`src/rtl/pwm_bank_multich.sv`:
```
// Multichannel PWM bank: shared prescaler and 8-bit period counter, per-channel
// double-buffered duty, polarity/enable control and a byte-wide register port.
module pwm_bank_multich #(
    parameter int NUM_CH = 16,
    parameter int DIV_W  = 16
) (
    input  logic              clk,
    input  logic              rst_n,
    input  logic              wr_en,
    input  logic [7:0]        wr_addr,
    input  logic [7:0]        wr_data,
    input  logic [7:0]        rd_addr,
    output logic [7:0]        rd_data,
    output logic [NUM_CH-1:0] out,
    output logic              period_start
);

    localparam logic [7:0] A_EN_OUT = 8'h00;
    localparam logic [7:0] A_EN_PWM = 8'h04;
    localparam logic [7:0] A_POL    = 8'h08;
    localparam logic [7:0] A_PRE_LO = 8'h0C;
    localparam logic [7:0] A_PRE_HI = 8'h0D;
    localparam logic [7:0] A_DUTY   = 8'h20;
    localparam logic [7:0] CNT_LAST = 8'd254;

    logic [NUM_CH-1:0] r_en_out;
    logic [NUM_CH-1:0] r_en_pwm;
    logic [NUM_CH-1:0] r_pol;
    logic [DIV_W-1:0]  r_prescale;
    logic [7:0]        r_duty    [NUM_CH];
    logic [7:0]        r_duty_sh [NUM_CH];

    logic [DIV_W-1:0]  r_pcnt;
    logic [7:0]        r_cnt;
    logic              r_loaded;
    logic              r_cnt0_prev;

    logic [NUM_CH-1:0] r_out_p1;
    logic              r_pstart_p1;

    logic              w_wr_presc;
    logic              w_tick;
    logic              w_load;
    logic [NUM_CH-1:0] w_pwm_p0;
    logic [NUM_CH-1:0] w_out_p0;
    logic [7:0]        w_rd;

    // 0xFF is a full-on duty; otherwise high while the counter is below duty.
    function automatic logic pwm_level(input logic [7:0] cnt, input logic [7:0] duty);
        return (duty == 8'hFF) || (cnt < duty);
    endfunction

    assign w_wr_presc = wr_en && ((wr_addr == A_PRE_LO) || ((DIV_W > 8) && (wr_addr == A_PRE_HI)));
    assign w_tick     = (r_pcnt == r_prescale);
    assign w_load     = w_tick && ((r_cnt == CNT_LAST) || !r_loaded);

    always_ff @(posedge clk or negedge rst_n) begin
        if (!rst_n) begin
            r_en_out   <= '0;
            r_en_pwm   <= '0;
            r_pol      <= '0;
            r_prescale <= '0;
            for (int ch = 0; ch < NUM_CH; ch++) begin
                r_duty[ch] <= '0;
            end
        end else if (wr_en) begin
            for (int ch = 0; ch < NUM_CH; ch++) begin
                if (wr_addr == A_EN_OUT + 8'(ch / 8)) r_en_out[ch] <= wr_data[ch % 8];
                if (wr_addr == A_EN_PWM + 8'(ch / 8)) r_en_pwm[ch] <= wr_data[ch % 8];
                if (wr_addr == A_POL + 8'(ch / 8))    r_pol[ch]    <= wr_data[ch % 8];
                if (wr_addr == A_DUTY + 8'(ch))       r_duty[ch]   <= wr_data;
            end
            for (int b = 0; b < DIV_W; b++) begin
                if (wr_addr == ((b < 8) ? A_PRE_LO : A_PRE_HI)) r_prescale[b] <= wr_data[b % 8];
            end
        end
    end

    always_ff @(posedge clk or negedge rst_n) begin
        if (!rst_n) begin
            r_pcnt   <= '0;
            r_cnt    <= '0;
            r_loaded <= 1'b0;
        end else begin
            if (w_wr_presc || w_tick) begin
                r_pcnt <= '0;
            end else begin
                r_pcnt <= r_pcnt + DIV_W'(1);
            end
            if (w_tick) begin
                r_cnt    <= (r_cnt == CNT_LAST) ? 8'd0 : r_cnt + 8'd1;
                r_loaded <= 1'b1;
            end
        end
    end

    // Shadow load reads the pre-edge duty, so a write on the wrap edge lands a period later.
    always_ff @(posedge clk or negedge rst_n) begin
        if (!rst_n) begin
            for (int ch = 0; ch < NUM_CH; ch++) begin
                r_duty_sh[ch] <= '0;
            end
        end else if (w_load) begin
            for (int ch = 0; ch < NUM_CH; ch++) begin
                r_duty_sh[ch] <= r_duty[ch];
            end
        end
    end

    // Stage p0: per-channel level from the current counter and shadow duty
    always_comb begin
        w_pwm_p0 = '0;
        for (int ch = 0; ch < NUM_CH; ch++) begin
            w_pwm_p0[ch] = pwm_level(r_cnt, r_duty_sh[ch]);
        end
    end

    assign w_out_p0 = r_en_out & (r_pol ^ (w_pwm_p0 | ~r_en_pwm));

    // Stage p1: registered outputs
    always_ff @(posedge clk or negedge rst_n) begin
        if (!rst_n) begin
            r_out_p1    <= '0;
            r_pstart_p1 <= 1'b0;
            r_cnt0_prev <= 1'b0;
        end else begin
            r_out_p1    <= w_out_p0;
            r_pstart_p1 <= (r_cnt == 8'd0) && !r_cnt0_prev;
            r_cnt0_prev <= (r_cnt == 8'd0);
        end
    end

    assign out          = r_out_p1;
    assign period_start = r_pstart_p1;

    always_comb begin
        w_rd = 8'h00;
        for (int ch = 0; ch < NUM_CH; ch++) begin
            if (rd_addr == A_EN_OUT + 8'(ch / 8)) w_rd[ch % 8] = r_en_out[ch];
            if (rd_addr == A_EN_PWM + 8'(ch / 8)) w_rd[ch % 8] = r_en_pwm[ch];
            if (rd_addr == A_POL + 8'(ch / 8))    w_rd[ch % 8] = r_pol[ch];
            if (rd_addr == A_DUTY + 8'(ch))       w_rd         = r_duty[ch];
        end
        for (int b = 0; b < DIV_W; b++) begin
            if (rd_addr == ((b < 8) ? A_PRE_LO : A_PRE_HI)) w_rd[b % 8] = r_prescale[b];
        end
    end

    assign rd_data = w_rd;

endmodule

```
`config.mk`:
```
export PLATFORM = sky130hd
export DESIGN_NAME = pwm_bank_multich
export DESIGN_NICKNAME = d
export VERILOG_FILES = /design/src/rtl/pwm_bank_multich.sv
export SDC_FILE = /design/constraint.sdc
export NUM_CORES = 1
export LEC_CHECK = 0
export BUFFER_PORTS_ARGS = -buffer_cell sky130_fd_sc_hd__buf_4
export CAP_MARGIN = 40
export CORE_ASPECT_RATIO = 2
export CORE_MARGIN = 5
export CORE_UTILIZATION = 25
export DETAILED_ROUTE_END_ITERATION = 7
export PLACE_DENSITY = 0.49
export SYNTH_ARGS = -nofsm -noshare
export SYNTH_HDL_FRONTEND = slang
export SYNTH_SLANG_ARGS = --single-unit
```
`constraint.sdc`:
```
create_clock -name clk -period 3.4 [get_ports clk]
set_clock_uncertainty 0.1 [all_clocks]
set_input_delay 0.68 -clock clk [delete_from_list [all_inputs] [get_ports clk]]
set_output_delay 0.68 -clock clk [all_outputs]
set_load 0.01 [all_outputs]
```
# Word level (Yosys, flattened, before mapping)
# Cells that the tools add are included.
[word_totals]
register_bits = 363
inputBits = 27
out_inout_bits = 25
elab_cells = 265
[op_classes]
add_sub_neg = 2
n_lt_le_gt_ge = 16
eq_ne = 64
mux = 82
bitwise = 4
reduce_logical = 51
[ops]
columns = ["op", "n"]
rows = [
  ["$eq A8 B6 Y1 const B", 32],
  ["$eq A8 B8 Y1 const B", 17],
  ["$mux W8", 17],
  ["$lt A8 B8 Y1", 16],
  ["$eq A8 B4 Y1 const B", 8],
  ["$mux W1", 64],
  ["$reduce_and A2 Y1", 24],
  ["$eq A8 B3 Y1 const B", 4],
  ["$logic_not A8 Y1", 3],
  ["$logic_or A1 B1 Y1", 19],
  ["$add A16 B1 Y16 const B", 1],
  ["$and A16 B16 Y16", 1],
  ["$eq A16 B16 Y1", 1],
  ["$eq A8 B1 Y1 const B", 2],
  ["$mux W16", 1],
  ["$not A16 Y16", 1],
  ["$or A16 B16 Y16", 1],
  ["$xor A16 B16 Y16", 1],
  ["$add A8 B1 Y8 const B", 1],
  ["$logic_and A1 B1 Y1", 3],
  ["$logic_not A1 Y1", 2],
]

# Depth between registers and ports, before layout
# Gate-level depths: netlist of the first run.
[logic_depth]
depth_word = 67
mapped_depth = 10
mapped_depth_nobuf = 7

# Worst setup path after synthesis of the first run
# No wires, ideal clock.
[synth_path]
path_kind = "input-to-output"
from = "input port rd_addr[7]"
to = "output port rd_data[4]"
t_arrival_ps = 2327
required_time_ps = 2620
path_slack_ps = 293
cell_stages = 8
path_cell_list = "or4_1 -> buf_2 -> nor3_4 -> buf_4 -> o21ai_0 -> nand4_1 -> o21ai_1 -> a211oi_1"
[synth_between]
elab_chain_len = 25
word_cells_on_any_way = 48
classes_between = "eq/ne: 23; mux: 24; reduce/logical: 1"
[synth_rtl]
columns = ["element", "line_no", "source"]
rows = [
  ["from (decl)", "12", "input logic [7:0] rd_addr,"],
  ["$eq A8 B6 Y1", "142", "if (rd_addr == A_DUTY + 8'(ch)) w_rd = r_duty[ch];"],
  ["$mux W8 (4 in series)", "142", ""],
  ["$mux W1", "139", "if (rd_addr == A_EN_OUT + 8'(ch / 8)) w_rd[ch % 8] = r_en_out[ch];"],
  ["$mux W1", "140", "if (rd_addr == A_EN_PWM + 8'(ch / 8)) w_rd[ch % 8] = r_en_pwm[ch];"],
  ["$mux W1", "141", "if (rd_addr == A_POL + 8'(ch / 8)) w_rd[ch % 8] = r_pol[ch];"],
  ["$mux W8 (8 in series)", "142", ""],
  ["$mux W1", "139", ""],
  ["$mux W1", "140", ""],
  ["$mux W1", "141", ""],
  ["$mux W8 (4 in series)", "142", ""],
  ["$mux W1", "145", "if (rd_addr == ((b < 8) ? A_PRE_LO : A_PRE_HI)) w_rd[b % 8] = r_prescale[b];"],
  ["$mux W1 (*)", "145", ""],
  ["to (decl)", "13", "output logic [7:0] rd_data,"],
]
# Mark *: on every way between the ends. The rest lies on a longest branch, timed or not.

# Worst setup path in the final report of the first run
[layout_path]
from = "input port rd_addr[7]"
to = "output port rd_data[0]"
[layout_between]
elab_chain_len = 25
word_cells_on_any_way = 48
classes_between = "eq/ne: 23; mux: 24; reduce/logical: 1"
[layout_rtl]
columns = ["element", "line_no"]
rows = [
  ["$logic_not A8 Y1", "139"],
  ["$mux W1", "139"],
  ["$mux W1", "140"],
  ["$mux W1", "141"],
  ["$mux W8 (8 in series)", "142"],
  ["$mux W1", "139"],
  ["$mux W1", "140"],
  ["$mux W1", "141"],
  ["$mux W8 (8 in series)", "142"],
  ["$mux W1", "145"],
  ["$mux W1 (*)", "145"],
]
# Marks and branches as above.

==> results of run 1 <==
path summary, 6_finish.rpt:
path | start | end | slack [ns] | cells past startpoint
worst max-delay path | rd_addr[7] | rd_data[0] | -0.15 | 8
worst min-delay path | r_cnt0_prev | period_start | 0.30 | 1
worst max register to register | r_cnt[1] | r_duty_sh[37] | 0.67 | 7
worst min register to register | r_cnt0_prev | period_start | 0.30 | 1
max in group asynchronous | rst_n | r_prescale[6] | 1.82 | 3
min in group asynchronous | rst_n | r_duty[119] | 0.56 | 2
state kept, by name (all words and copies together), names as in the netlist:
signal and flops:
out 16, r_duty_sh 128, r_en_pwm 16, r_loaded 1, r_cnt0_prev 1, r_duty 128, period_start 1, r_prescale 16
r_cnt 8, r_pcnt 16, r_en_out 16, r_pol 16
critical path, cell delays in order:
cell and delay (ns):
sky130_fd_sc_hd__buf_6 0.10, sky130_fd_sc_hd__or4b_4 0.63, sky130_fd_sc_hd__o32a_1 0.40, sky130_fd_sc_hd__a221oi_2 0.34, sky130_fd_sc_hd__o32ai_2 0.16, sky130_fd_sc_hd__a22oi_2 0.20, sky130_fd_sc_hd__buf_4 0.16, sky130_fd_sc_hd__buf_6 0.10
logic make-up after synthesis:
family          count (synthesis)
mux                           354
buf+inv                       196
simple gates                  331
fa+ha+maj                     116
flops                         363
compound gates                293
xor+xnor                       30
power by group:
part	leakage, µW	internal [µW]	switching (µW)
combinational	0.00548	921	1250
clock	0.000506	1960	1680
sequential	0.00501	4510	282
total	0.0110	7390	3220
final cells by class:
type                            instances  area share
Clock buffer                           41     0.03618
Timing Repair Buffer                  280     0.09842
Clock inverter                         16    0.005908
Inverter                              121     0.01881
Sequential cell                       363      0.3763
Multi-Input combinational cell       1124      0.4114
Tap cell                             1022     0.05297
layer usage:
metal / GRT usage / part of all wire / vias to the layer above
met5: 0 / 0.00027 / -
met2: 0.3462 / 0.56 / 316
met1: 0.1761 / 0.35 / 7556
met4: 0.1032 / 0.070 / 2
met3: 0.01543 / 0.026 / 151
li1: - / - / 6657
synthesized netlist by cell type, drive strengths merged, types with 13 or more instances:
library cell / n / area share
ha: 116 / 0.075
nand2b: 25 / 0.0081
nand2: 73 / 0.014
clkbuf: 46 / 0.0090
a21boi: 17 / 0.0066
mux2: 321 / 0.19
inv: 121 / 0.023
o21ai: 38 / 0.0098
dfrtp: 363 / 0.47
nand3: 30 / 0.0077
nor2: 68 / 0.014
o221ai: 25 / 0.011
o21a: 49 / 0.019
xnor2: 21 / 0.0095
a31oi: 24 / 0.0077
buf: 29 / 0.0088
a21oi: 43 / 0.011
o22ai: 13 / 0.0042
o211ai: 20 / 0.0077
nor3: 39 / 0.011
nand4: 44 / 0.014
mux2i: 26 / 0.013
what timing repair did:
action,in CTS,in global routing
pin swaps,24,21
gates resized for setup,71,41
endpoints found under the hold margin,26,0
hold buffers,1,0
setup buffers,13,13
endpoints found under the setup margin,8,8
stage by stage:
stage | std cells | util | power, µW | hold slack, ns
finish | 2967 | 0.3131 | 10610 | 0.2967
global route | 2967 | 0.3131 | 11130 | 0.3084
CTS | 2956 | 0.3096 | 10780 | 0.3003
detailed placement | 2888 | 0.2913 | 7042 | 0.2901
global placement | 2888 | 0.2913 | 6947 | 0.2841
floorplan | 1683 | - | 5933 | 0.2777
==> results.txt, run 1 <==
----------------------------------------------------
[Floorplan]
  Die Footprint ... 0.08367 mm²
  Core Box Area ... 0.07711 mm²
  Die height ... 404.1 µm
  Initial Utilization ... 0.2518
  Die Wd ... 207.1 µm
  # IOs ... 52
  Standard-cell row count ... 144

[Timing]
  Final-layout setup total negative slack ... -0.7555 ns
  Hold Vio Cnt, Final ... 0
  Setup slack after layout ... -0.1521 ns
  Worst relative slew slack ... 0.4366
  Max-slew violation count ... 0
  Count of final setup violators ... 7
  Worst slew pin tran ... 0.8451 ns
  Setup repair after global routing missed its margin ... yes
  Ratio of final minimum period to clock period ... 1.045
  FMAX ... 0.2815 GHz
  Final critical-path required period ... 3.552 ns

[CTS]
  CTS buffer count ... 31
  Worst-skew pair later-pin latency ... 0.61 ns
  CTS sink count ... 363
  TritonCTS clock tree ... built
  Number of buffers on the longest clock path ... 3
  Number of H-tree branching levels ... 1
  Clock edge transition at the registers on the reported setup and hold paths ... 0.07 ns
  Clock Root Buffer ... sky130_fd_sc_hd__clkbuf_16

[Synth]
  Sequential share of the synthesized area ... 0.4679
  Simple-gate share of the synthesized area ... 0.08939
  Synth unique cells ... 76
  Post-synth EDFFs ... 0
  Number of cells produced by synthesis ... 1683
  Top flip-flop cell by instance count after synthesis ... sky130_fd_sc_hd__dfrtp_1
  Main combinational cell family by area after synthesis ... multiplexers
  Compound-cell area share of the yosys netlist ... 0.1056
  Post-Synthesis Mean Instance Area ... 11.54 µm²
  Share of async-settable or async-resettable flops after synthesis ... 1.000
  Area share of xor/xnor cells in the synthesized design ... 0.01353
  Number of nets produced by synthesis ... 1826
  Post-Syn Area ... 0.01941 mm²
  Number of warnings printed during yosys synthesis ... 0
  Adder and majority cell fraction of the synthesized area ... 0.07476
  Share of synthesized area spent on multiplexers ... 0.2077
  #FFs+latches synth ... 363

[Route]
  Drt initial violations ... 787
  Drt total wl ... 75060 µm
  Post-detailed-route count of antenna-violating nets ... 0
  Iteration count of the initial detailed-routing pass ... 7
  Number of remaining DRC errors ... 0
  Via count normalized by instance count ... 4.948
  Routed WL per cell ... 25.30 µm
  Total vias in the final route ... 14.68k

[Critical path]
  Required arrival time at the worst endpoint ... 2.62 ns
  Arrival time at the worst endpoint ... 2.77 ns
  Critical path class ... in2out
  Highest fanout seen on the critical path ... 6
  Worst Setup End Kind ... output port
  Crit path launch type ... primary input

[Pwr]
  Leakage ... 0.01099 µW
  Peak ir drop on the vdd network ... 367.5 µV
  Power per unit of standard cell area ... 439.3 mW/mm²

[Layout]
  Most frequent standard cell in the layout excluding fill and tap cells ... sky130_fd_sc_hd__dfrtp_1
  Total area of multi-input combinational cells ... 0.009932 mm²
  # fillers ... 8023
  Final-stage net count ... 2064
  # diodes ... 0
  Layout Area Growth over Synthesis ... 24.35%
  Area of all placed cells without fillers ... 0.02414 mm²
  Fraction of final layout cells sized beyond drive strength 1 ... 0.3362
  Sequential Area ... 0.009085 mm²
  Commonest non-fill, non-tap cells in the layout ... 362 x sky130_fd_sc_hd__dfrtp_1, 239 x sky130_fd_sc_hd__buf_4, 237 x sky130_fd_sc_hd__mux2_2

[Placement]
  HPWL after detailed placement ... 57820 µm
  Number of buffers added on ports ... 51
  Instance area after placement ... 0.02246 mm²
  Final weighted congestion in routability-driven placement ... 0.9516
  Post-Place Worst Slack ... -0.7539 ns

[Global routing]
  Grt total ovfl ... 0
  Initial antenna violation count ... 2
  Number of global-route vias before repair ... 15.98k
  Largest net degree at the start of global routing ... 132
  Aggregate global-route resource usage ... 0.1752
  Wire length of the first global-routing pass ... 109200 µm

[Status]
  Run status ... complete, but fails checks
  Violations in the final reports ... setup timing

[Worst hold path]
  Worst min-delay path class ... reg2reg

[Run]
  Count of maximum capacitance violations ... 0

----------------------------------------------------
Power figures use the tool's default switching activity.
==> inputs of run 2 (changes only) <==
--- a/config.mk
+++ b/config.mk
@@ -7,11 +7,13 @@
 export LEC_CHECK = 0
 export BUFFER_PORTS_ARGS = -buffer_cell sky130_fd_sc_hd__buf_4
 export CAP_MARGIN = 40
+export CELL_PAD_IN_SITES_DETAIL_PLACEMENT = 1
+export CELL_PAD_IN_SITES_GLOBAL_PLACEMENT = 1
 export CORE_ASPECT_RATIO = 2
 export CORE_MARGIN = 5
 export CORE_UTILIZATION = 25
 export DETAILED_ROUTE_END_ITERATION = 7
-export PLACE_DENSITY = 0.49
+export PLACE_DENSITY_LB_ADDON = 0.3
 export SYNTH_ARGS = -nofsm -noshare
 export SYNTH_HDL_FRONTEND = slang
 export SYNTH_SLANG_ARGS = --single-unit
==> constraint.sdc (replaced) <==
create_clock -name clk -period 3.4 [get_ports clk]
set_clock_uncertainty 0.1 [all_clocks]
set_input_delay 0.68 -clock clk [delete_from_list [all_inputs] [get_ports clk]]
set_output_delay 0.68 -clock clk [all_outputs]
set_load 0.1 [all_outputs]
==> results.txt, run 2 (synthesized netlist as in run 1, its figures left out) <==
----------------------------------------------------
[Status]
  Run status ... complete, but fails checks (unchanged)
  Violations in the final reports ... setup timing (unchanged)

[Placement]
  HPWL after detailed placement ... 58580 µm (was 57820 µm)
  Cell total after placement ... 2866 (was 2888)
  Final weighted congestion in routability-driven placement ... 0.9201 (was 0.9516)
  Number of buffers added on ports ... 51 (unchanged)
  Instance area after placement ... 0.02239 mm² (was 0.02246 mm²)

[Route]
  Iteration count of the initial detailed-routing pass ... 5 (was 7)
  Routed met2 length ... 43240 µm (was 41930 µm)
  Number of remaining DRC errors ... 0 (unchanged)
  Routed WL per cell ... 26.18 µm (was 25.30 µm)
  Total vias in the final route ... 14.79k (was 14.68k)
  Drt initial violations ... 647 (was 787)
  Routed metal-1 wirelength ... 26790 µm (was 25950 µm)
  Post-detailed-route count of antenna-violating nets ... 0 (unchanged)
  Via count normalized by instance count ... 5.032 (was 4.948)
  Routed length on met3 ... 1565 µm (was 1929 µm)
  Top Layer Used ... met4 (was met5)
  Drt total wl ... 76910 µm (was 75060 µm)

[Run]
  Count of maximum capacitance violations ... 0 (unchanged)

[Layout]
  Fraction of final layout cells sized beyond drive strength 1 ... 0.3191 (was 0.3362)
  Most frequent standard cell in the layout excluding fill and tap cells ... sky130_fd_sc_hd__dfrtp_1 (unchanged)
  Area of all placed cells without fillers ... 0.02397 mm² (was 0.02414 mm²)
  Commonest non-fill, non-tap cells in the layout ... 363 x sky130_fd_sc_hd__dfrtp_1, 237 x sky130_fd_sc_hd__mux2_2, 209 x sky130_fd_sc_hd__buf_4 (was 362 x sky130_fd_sc_hd__dfrtp_1, 239 x sky130_fd_sc_hd__buf_4, 237 x sky130_fd_sc_hd__mux2_2)
  Final cell utilization of the core ... 0.3108 (was 0.3131)
  Final-stage net count ... 2033 (was 2064)
  Final Non-Filler Cells ... 2938 (was 2967)
  Layout Area Growth over Synthesis ... 23.45% (was 24.35%)
  Regs by FF count ... r_duty x128, r_duty_sh x128 (unchanged)

[Timing]
  Worst relative slew slack ... 0.4523 (was 0.4366)
  Count of final setup violators ... 8 (was 7)
  Min Hold Slack ... 0.2987 ns (was 0.2967 ns)
  Ratio of final minimum period to clock period ... 1.057 (was 1.045)
  Setup repair after global routing missed its margin ... yes (unchanged)
  Final-layout setup total negative slack ... -1.067 ns (was -0.7555 ns)
  Setup slack after layout ... -0.1939 ns (was -0.1521 ns)
  Hold Vio Cnt, Final ... 0 (unchanged)
  FMAX ... 0.2783 GHz (was 0.2815 GHz)
  Final critical-path required period ... 3.594 ns (was 3.552 ns)
  Worst slew pin tran ... 0.8130 ns (was 0.8451 ns)
  Max-slew violation count ... 0 (unchanged)

[Global routing]
  Grt total ovfl ... 0 (unchanged)
  Wire length of the first global-routing pass ... 112400 µm (was 109200 µm)
  Largest net degree at the start of global routing ... 106 (was 132)
  Aggregate global-route resource usage ... 0.1803 (was 0.1752)
  Number of global-route vias before repair ... 16.48k (was 15.98k)
  Initial antenna violation count ... 1 (was 2)

[Floorplan]
  Core Box Area ... 0.07711 mm² (unchanged)
  # IOs ... 52 (unchanged)
  Initial Utilization ... 0.2518 (unchanged)
  Standard-cell row count ... 144 (unchanged)
  Die Wd ... 207.1 µm (unchanged)
  Die Footprint ... 0.08367 mm² (unchanged)
  Die height ... 404.1 µm (unchanged)

[Critical path]
  Arrival time at the worst endpoint ... 2.81 ns (was 2.77 ns)
  Count of buffer and inverter cells on the critical path ... 3 (unchanged)
  Critical path class ... in2out (unchanged)
  Worst Setup End Kind ... output port (unchanged)
  Critical-path top delay cell ... sky130_fd_sc_hd__or4_4 (was sky130_fd_sc_hd__or4b_4)
  Top delay family on crit path ... simple AND/OR/NAND/NOR gates (was compound AO/OA/AOI/OAI gates)
  Count of cells along the worst register-to-register path ... 7 (unchanged)
  Highest fanout seen on the critical path ... 4 (was 6)
  Critical R2R Capture ... r_duty_sh[83] (was r_duty_sh[37])
  Ordered list of cells on the worst path ... buf_6 > or4_4 > buf_12 > or4_4 > o2111ai_4 > o2111ai_2 > a31oi_2 > a21oi_4 > buf_12 (was buf_6 > or4b_4 > o32a_1 > a221oi_2 > o32ai_2 > a22oi_2 > buf_4 > buf_6)
  Highest cell delay on the worst timing path ... 0.62 ns (was 0.63 ns)
  Required arrival time at the worst endpoint ... 2.62 ns (about the same)
  Crit path launch type ... primary input (unchanged)
  Slack of the worst reg-to-reg path ... 0.60 ns (was 0.67 ns)
  Source of the worst register-to-register timing path ... r_prescale[13] (was r_cnt[1])

[Pwr]
  Peak ir drop on the vdd network ... 384.4 µV (was 367.5 µV)
  Leakage ... 0.01077 µW (was 0.01099 µW)
  Power per unit of standard cell area ... 455.5 mW/mm² (was 439.3 mW/mm²)

[Worst hold path]
  Hold Path Depth ... 1 (unchanged)
  Worst min-delay path class ... reg2reg (unchanged)
  Hold wc startpoint ... r_cnt0_prev (unchanged)
  Hold endpoint ... period_start (unchanged)

[CTS]
  TritonCTS clock tree ... built (unchanged)
  CTS buffer count ... 35 (was 31)
  Number of buffers on the longest clock path ... 3 (unchanged)
  Worst-skew pair later-pin latency ... 0.55 ns (was 0.61 ns)
  Number of H-tree branching levels ... 2 (was 1)
  Clock Root Buffer ... sky130_fd_sc_hd__clkbuf_16 (unchanged)
  CTS sink count ... 363 (unchanged)
  Clock edge transition at the registers on the reported setup and hold paths ... 0.07 ns (about the same)

----------------------------------------------------
run 2: worst reg2reg max path, cell delays in order (launching register included):
cell,delay [ns]
sky130_fd_sc_hd__dfrtp_1,0.47
sky130_fd_sc_hd__xnor2_1,0.23
sky130_fd_sc_hd__nand4_1,0.17
sky130_fd_sc_hd__nor4_4,0.68
sky130_fd_sc_hd__nand2_8,0.06
sky130_fd_sc_hd__buf_4,0.25
sky130_fd_sc_hd__buf_16,0.27
sky130_fd_sc_hd__mux2_1,0.45
run 2: per-stage QoR:
| stage | worst slack (ns) | power (µW) |
|---|---|---|
| 2_1_floorplan | -0.3185 | 6014 |
| 3_3_place_gp | -0.3876 | 7036 |
| 3_5_place_dp | -0.4637 | 7145 |
| 4_1_cts | -0.1993 | 11080 |
| 5_1_grt | -0.2250 | 11420 |
| 6_report | -0.1939 | 10920 |
run 2: area by class of cell:
type                       count  area, µm²
clock inverter                16      106.4
multi-input combinational   1124       9894
inverter                     121      457.9
timing repair buffer         245       2163
clock buffer                  46      979.7
tap                         1022       1279
fill                        8574      53150
sequential                   363       9084
antenna                        1      2.502
run 2: timing repair:
action | CTS | global route
endpoints found under the setup margin | 8 | 8
gates resized for setup | 79 | 19
hold buffers | 1 | 0
hold endpoints to repair | 22 | 0
setup buffers | 6 | 3
pin swaps | 19 | 17
run 2: worst max-delay path by stage:
stage                     startpoint  cells after the start  slack [ns]          to
after CTS                 rd_addr[5]                     11       -0.20  rd_data[0]
after floorplan           rd_addr[7]                      6       -0.32  rd_data[0]
final                     rd_addr[5]                      9       -0.19  rd_data[7]
after detailed placement  rd_addr[0]                     10       -0.46  rd_data[2]
after global routing      rd_addr[5]                      9       -0.23  rd_data[7]
after global placement    rd_addr[5]                     11       -0.39  rd_data[1]
run 2: metal layers:
layer	track usage	vias up
li1	-	6578
met1	0.1791	7730
met2	0.3594	294
met3	0.01606	183
met4	0.1045	0
met5	0	-
run 2: where the power goes:
| group | switching (µW) | total [µW] | internal [µW] |
|---|---|---|---|
| Combinational | 1410 | 2310 | 894 |
| Clock | 1820 | 3870 | 2050 |
| Sequential | 230 | 4740 | 4510 |
==> inputs of run 3 (changes only) <==
--- a/config.mk
+++ b/config.mk
@@ -14,6 +14,7 @@
 export CORE_UTILIZATION = 25
 export DETAILED_ROUTE_END_ITERATION = 7
 export PLACE_DENSITY_LB_ADDON = 0.3
+export RECOVER_POWER = 25
 export SYNTH_ARGS = -nofsm -noshare
 export SYNTH_HDL_FRONTEND = slang
 export SYNTH_SLANG_ARGS = --single-unit
==> results.txt, run 3 (synthesized netlist as in run 1, its figures left out) <==
----------------------------------------------------
[Placement]
  Instance area after placement ... 0.02239 mm² (unchanged)
  Cell total after placement ... 2866 (unchanged)
  Number of buffers added on ports ... 51 (unchanged)
  Final weighted congestion in routability-driven placement ... 0.9201 (unchanged)
  Post-Place Worst Slack ... -0.4637 ns (unchanged)
  HPWL after detailed placement ... 58580 µm (unchanged)

[Timing]
  Worst relative slew slack ... -0.1074 (was 0.4523)
  Setup slack after layout ... -0.1945 ns (was -0.1939 ns)
  Setup repair after global routing missed its margin ... yes (unchanged)
  Final-layout setup total negative slack ... -1.078 ns (was -1.067 ns)
  Ratio of final minimum period to clock period ... 1.057 (about the same)
  Worst slew pin tran ... 1.661 ns (was 0.8130 ns)
  Hold Vio Cnt, Final ... 0 (unchanged)
  Final critical-path required period ... 3.594 ns (about the same)
  FMAX ... 0.2782 GHz (was 0.2783 GHz)
  Count of final setup violators ... 8 (unchanged)
  Max-slew violation count ... 26 (was 0)

[Layout]
  Commonest non-fill, non-tap cells in the layout ... 363 x sky130_fd_sc_hd__dfrtp_1, 237 x sky130_fd_sc_hd__mux2_2, 207 x sky130_fd_sc_hd__buf_4 (was 363 x sky130_fd_sc_hd__dfrtp_1, 237 x sky130_fd_sc_hd__mux2_2, 209 x sky130_fd_sc_hd__buf_4)
  Layout Area Growth over Synthesis ... 23.32% (was 23.45%)
  Fraction of final layout cells sized beyond drive strength 1 ... 0.3185 (was 0.3191)
  Regs by FF count ... r_duty x128, r_duty_sh x128 (unchanged)
  Final-stage net count ... 2033 (unchanged)
  Final cell utilization of the core ... 0.3105 (was 0.3108)
  Area of all placed cells without fillers ... 0.02394 mm² (was 0.02397 mm²)
  Most frequent standard cell in the layout excluding fill and tap cells ... sky130_fd_sc_hd__dfrtp_1 (unchanged)
  # fillers ... 8577 (was 8574)
  Final Non-Filler Cells ... 2938 (unchanged)

[Floorplan]
  Standard-cell row count ... 144 (unchanged)
  Core Box Area ... 0.07711 mm² (unchanged)
  Die Footprint ... 0.08367 mm² (unchanged)
  # IOs ... 52 (unchanged)
  Die height ... 404.1 µm (unchanged)
  Initial Utilization ... 0.2518 (unchanged)
  Die Wd ... 207.1 µm (unchanged)

[Critical path]
  Highest fanout seen on the critical path ... 4 (unchanged)
  Worst Setup End Kind ... output port (unchanged)
  Start point of the critical path ... rd_addr[5] (unchanged)
  Critical path class ... in2out (unchanged)
  Crit path launch type ... primary input (unchanged)
  Highest cell delay on the worst timing path ... 0.62 ns (about the same)
  Critical-path top delay cell ... sky130_fd_sc_hd__or4_4 (unchanged)
  Source of the worst register-to-register timing path ... r_prescale[15] (was r_prescale[13])
  Critical R2R Capture ... r_duty_sh[83] (unchanged)
  End point of the critical path ... rd_data[7] (unchanged)
  Count of cells along the worst register-to-register path ... 7 (unchanged)
  Arrival time at the worst endpoint ... 2.81 ns (about the same)
  Ordered list of cells on the worst path ... buf_6 > or4_4 > buf_12 > or4_4 > o2111ai_4 > o2111ai_2 > a31oi_2 > a21oi_4 > buf_12 (unchanged)
  Slack of the worst reg-to-reg path ... 0.60 ns (about the same)
  Required arrival time at the worst endpoint ... 2.62 ns (about the same)

[CTS]
  CTS sink count ... 363 (unchanged)
  Worst-skew pair later-pin latency ... 0.55 ns (about the same)
  CTS buffer count ... 35 (unchanged)
  Clock Root Buffer ... sky130_fd_sc_hd__clkbuf_16 (unchanged)
  TritonCTS clock tree ... built (unchanged)
  Number of H-tree branching levels ... 2 (unchanged)
  Clock edge transition at the registers on the reported setup and hold paths ... 0.07 ns (about the same)
  Number of buffers on the longest clock path ... 3 (unchanged)

[Pwr]
  Power per unit of standard cell area ... 455.7 mW/mm² (was 455.5 mW/mm²)
  Leakage ... 0.01076 µW (was 0.01077 µW)
  Peak ir drop on the vdd network ... 384.3 µV (was 384.4 µV)

[Global routing]
  Wire length of the first global-routing pass ... 112400 µm (unchanged)
  Number of global-route vias before repair ... 16.48k (unchanged)
  Grt total ovfl ... 0 (unchanged)
  Aggregate global-route resource usage ... 0.1803 (unchanged)
  Initial antenna violation count ... 1 (unchanged)
  Largest net degree at the start of global routing ... 106 (unchanged)

[Route]
  Drt total wl ... 76920 µm (was 76910 µm)
  Via count normalized by instance count ... 5.026 (was 5.032)
  Number of remaining DRC errors ... 0 (unchanged)
  Routed WL per cell ... 26.18 µm (about the same)
  Drt initial violations ... 659 (was 647)
  Total vias in the final route ... 14.77k (was 14.79k)
  Post-detailed-route count of antenna-violating nets ... 0 (unchanged)
  Iteration count of the initial detailed-routing pass ... 4 (was 5)

[Run]
  Count of maximum capacitance violations ... 1 (was 0)

[Status]
  Run status ... complete, but fails checks (unchanged)
  Violations in the final reports ... capacitance limit, slew limit, setup timing (was setup timing)

[Worst hold path]
  Worst min-delay path class ... reg2reg (unchanged)

----------------------------------------------------
-- run 3: changes by cell type in the layout (fill, tap and decap cells not counted), sizes merged --
| cell | before | now |
|---|---|---|
| clkbuf | 46 | 48 |
| buf | 244 | 242 |
-- run 3: what timing repair did --
action,4_1_cts,5_1_grt
pin swaps,19,17
hold buffers,1,0
setup endpoints to repair,8,8
resized for setup,79,19
hold endpoints to repair,22,0
buffers inserted,6,3
-- run 3: layout make-up --
class,count,area [µm²],share of cell area
Sequential cell,363,9084,0.3794
Multi-Input combinational cell,1124,9894,0.4133
Clock inverter,16,106.4,0.004442
Inverter,121,457.9,0.01913
Antenna cell,1,2.502,0.0001045
Tap cell,1022,1279,0.05341
Clock buffer,46,979.7,0.04092
Timing Repair Buffer,245,2138,0.08931
-- run 3: routing by layer --
metal	GRT usage	share of wire
met1	0.1791	0.35
met2	0.3594	0.56
met3	0.01606	0.021
met4	0.1045	0.067
met5	0	0
-- run 3: power breakdown --
part | leakage (µW) | switching, µW | internal [µW] | total [µW]
Clock | 0.000519 | 1820 | 2050 | 3870
Sequential | 0.00501 | 229 | 4510 | 4740
Combinational | 0.00523 | 1410 | 891 | 2300
Total | 0.0108 | 3450 | 7460 | 10900
-- run 3: how the worst min path moves through the flow --
stage,startpoint,to,slack (ns),cells after the start
final,r_cnt0_prev,period_start,0.30,1
after global routing,r_cnt0_prev,period_start,0.32,1
after CTS,r_cnt0_prev,period_start,0.30,1
after detailed placement,r_cnt0_prev,period_start,0.29,1
after global placement,r_cnt0_prev,period_start,0.29,1
after floorplan,rst_n,out[0],0.28,0
-- run 3: per-stage QoR --
| stage | power, µW | hold WS (ns) |
|---|---|---|
| 2_1_floorplan | 6014 | 0.2777 |
| 3_3_place_gp | 7036 | 0.2895 |
| 3_5_place_dp | 7145 | 0.2930 |
| 4_1_cts | 11080 | 0.3027 |
| 5_1_grt | 11410 | 0.3232 |
| 6_report | 10910 | 0.2987 |
-- run 3: worst max-delay path: cells and delay by family --
family / cells / cell delay [ns]
AOI/OAI and AO/OA: 4 / 0.62
buffers and inverters: 3 / 0.45
and+or+nand+nor: 2 / 1.06
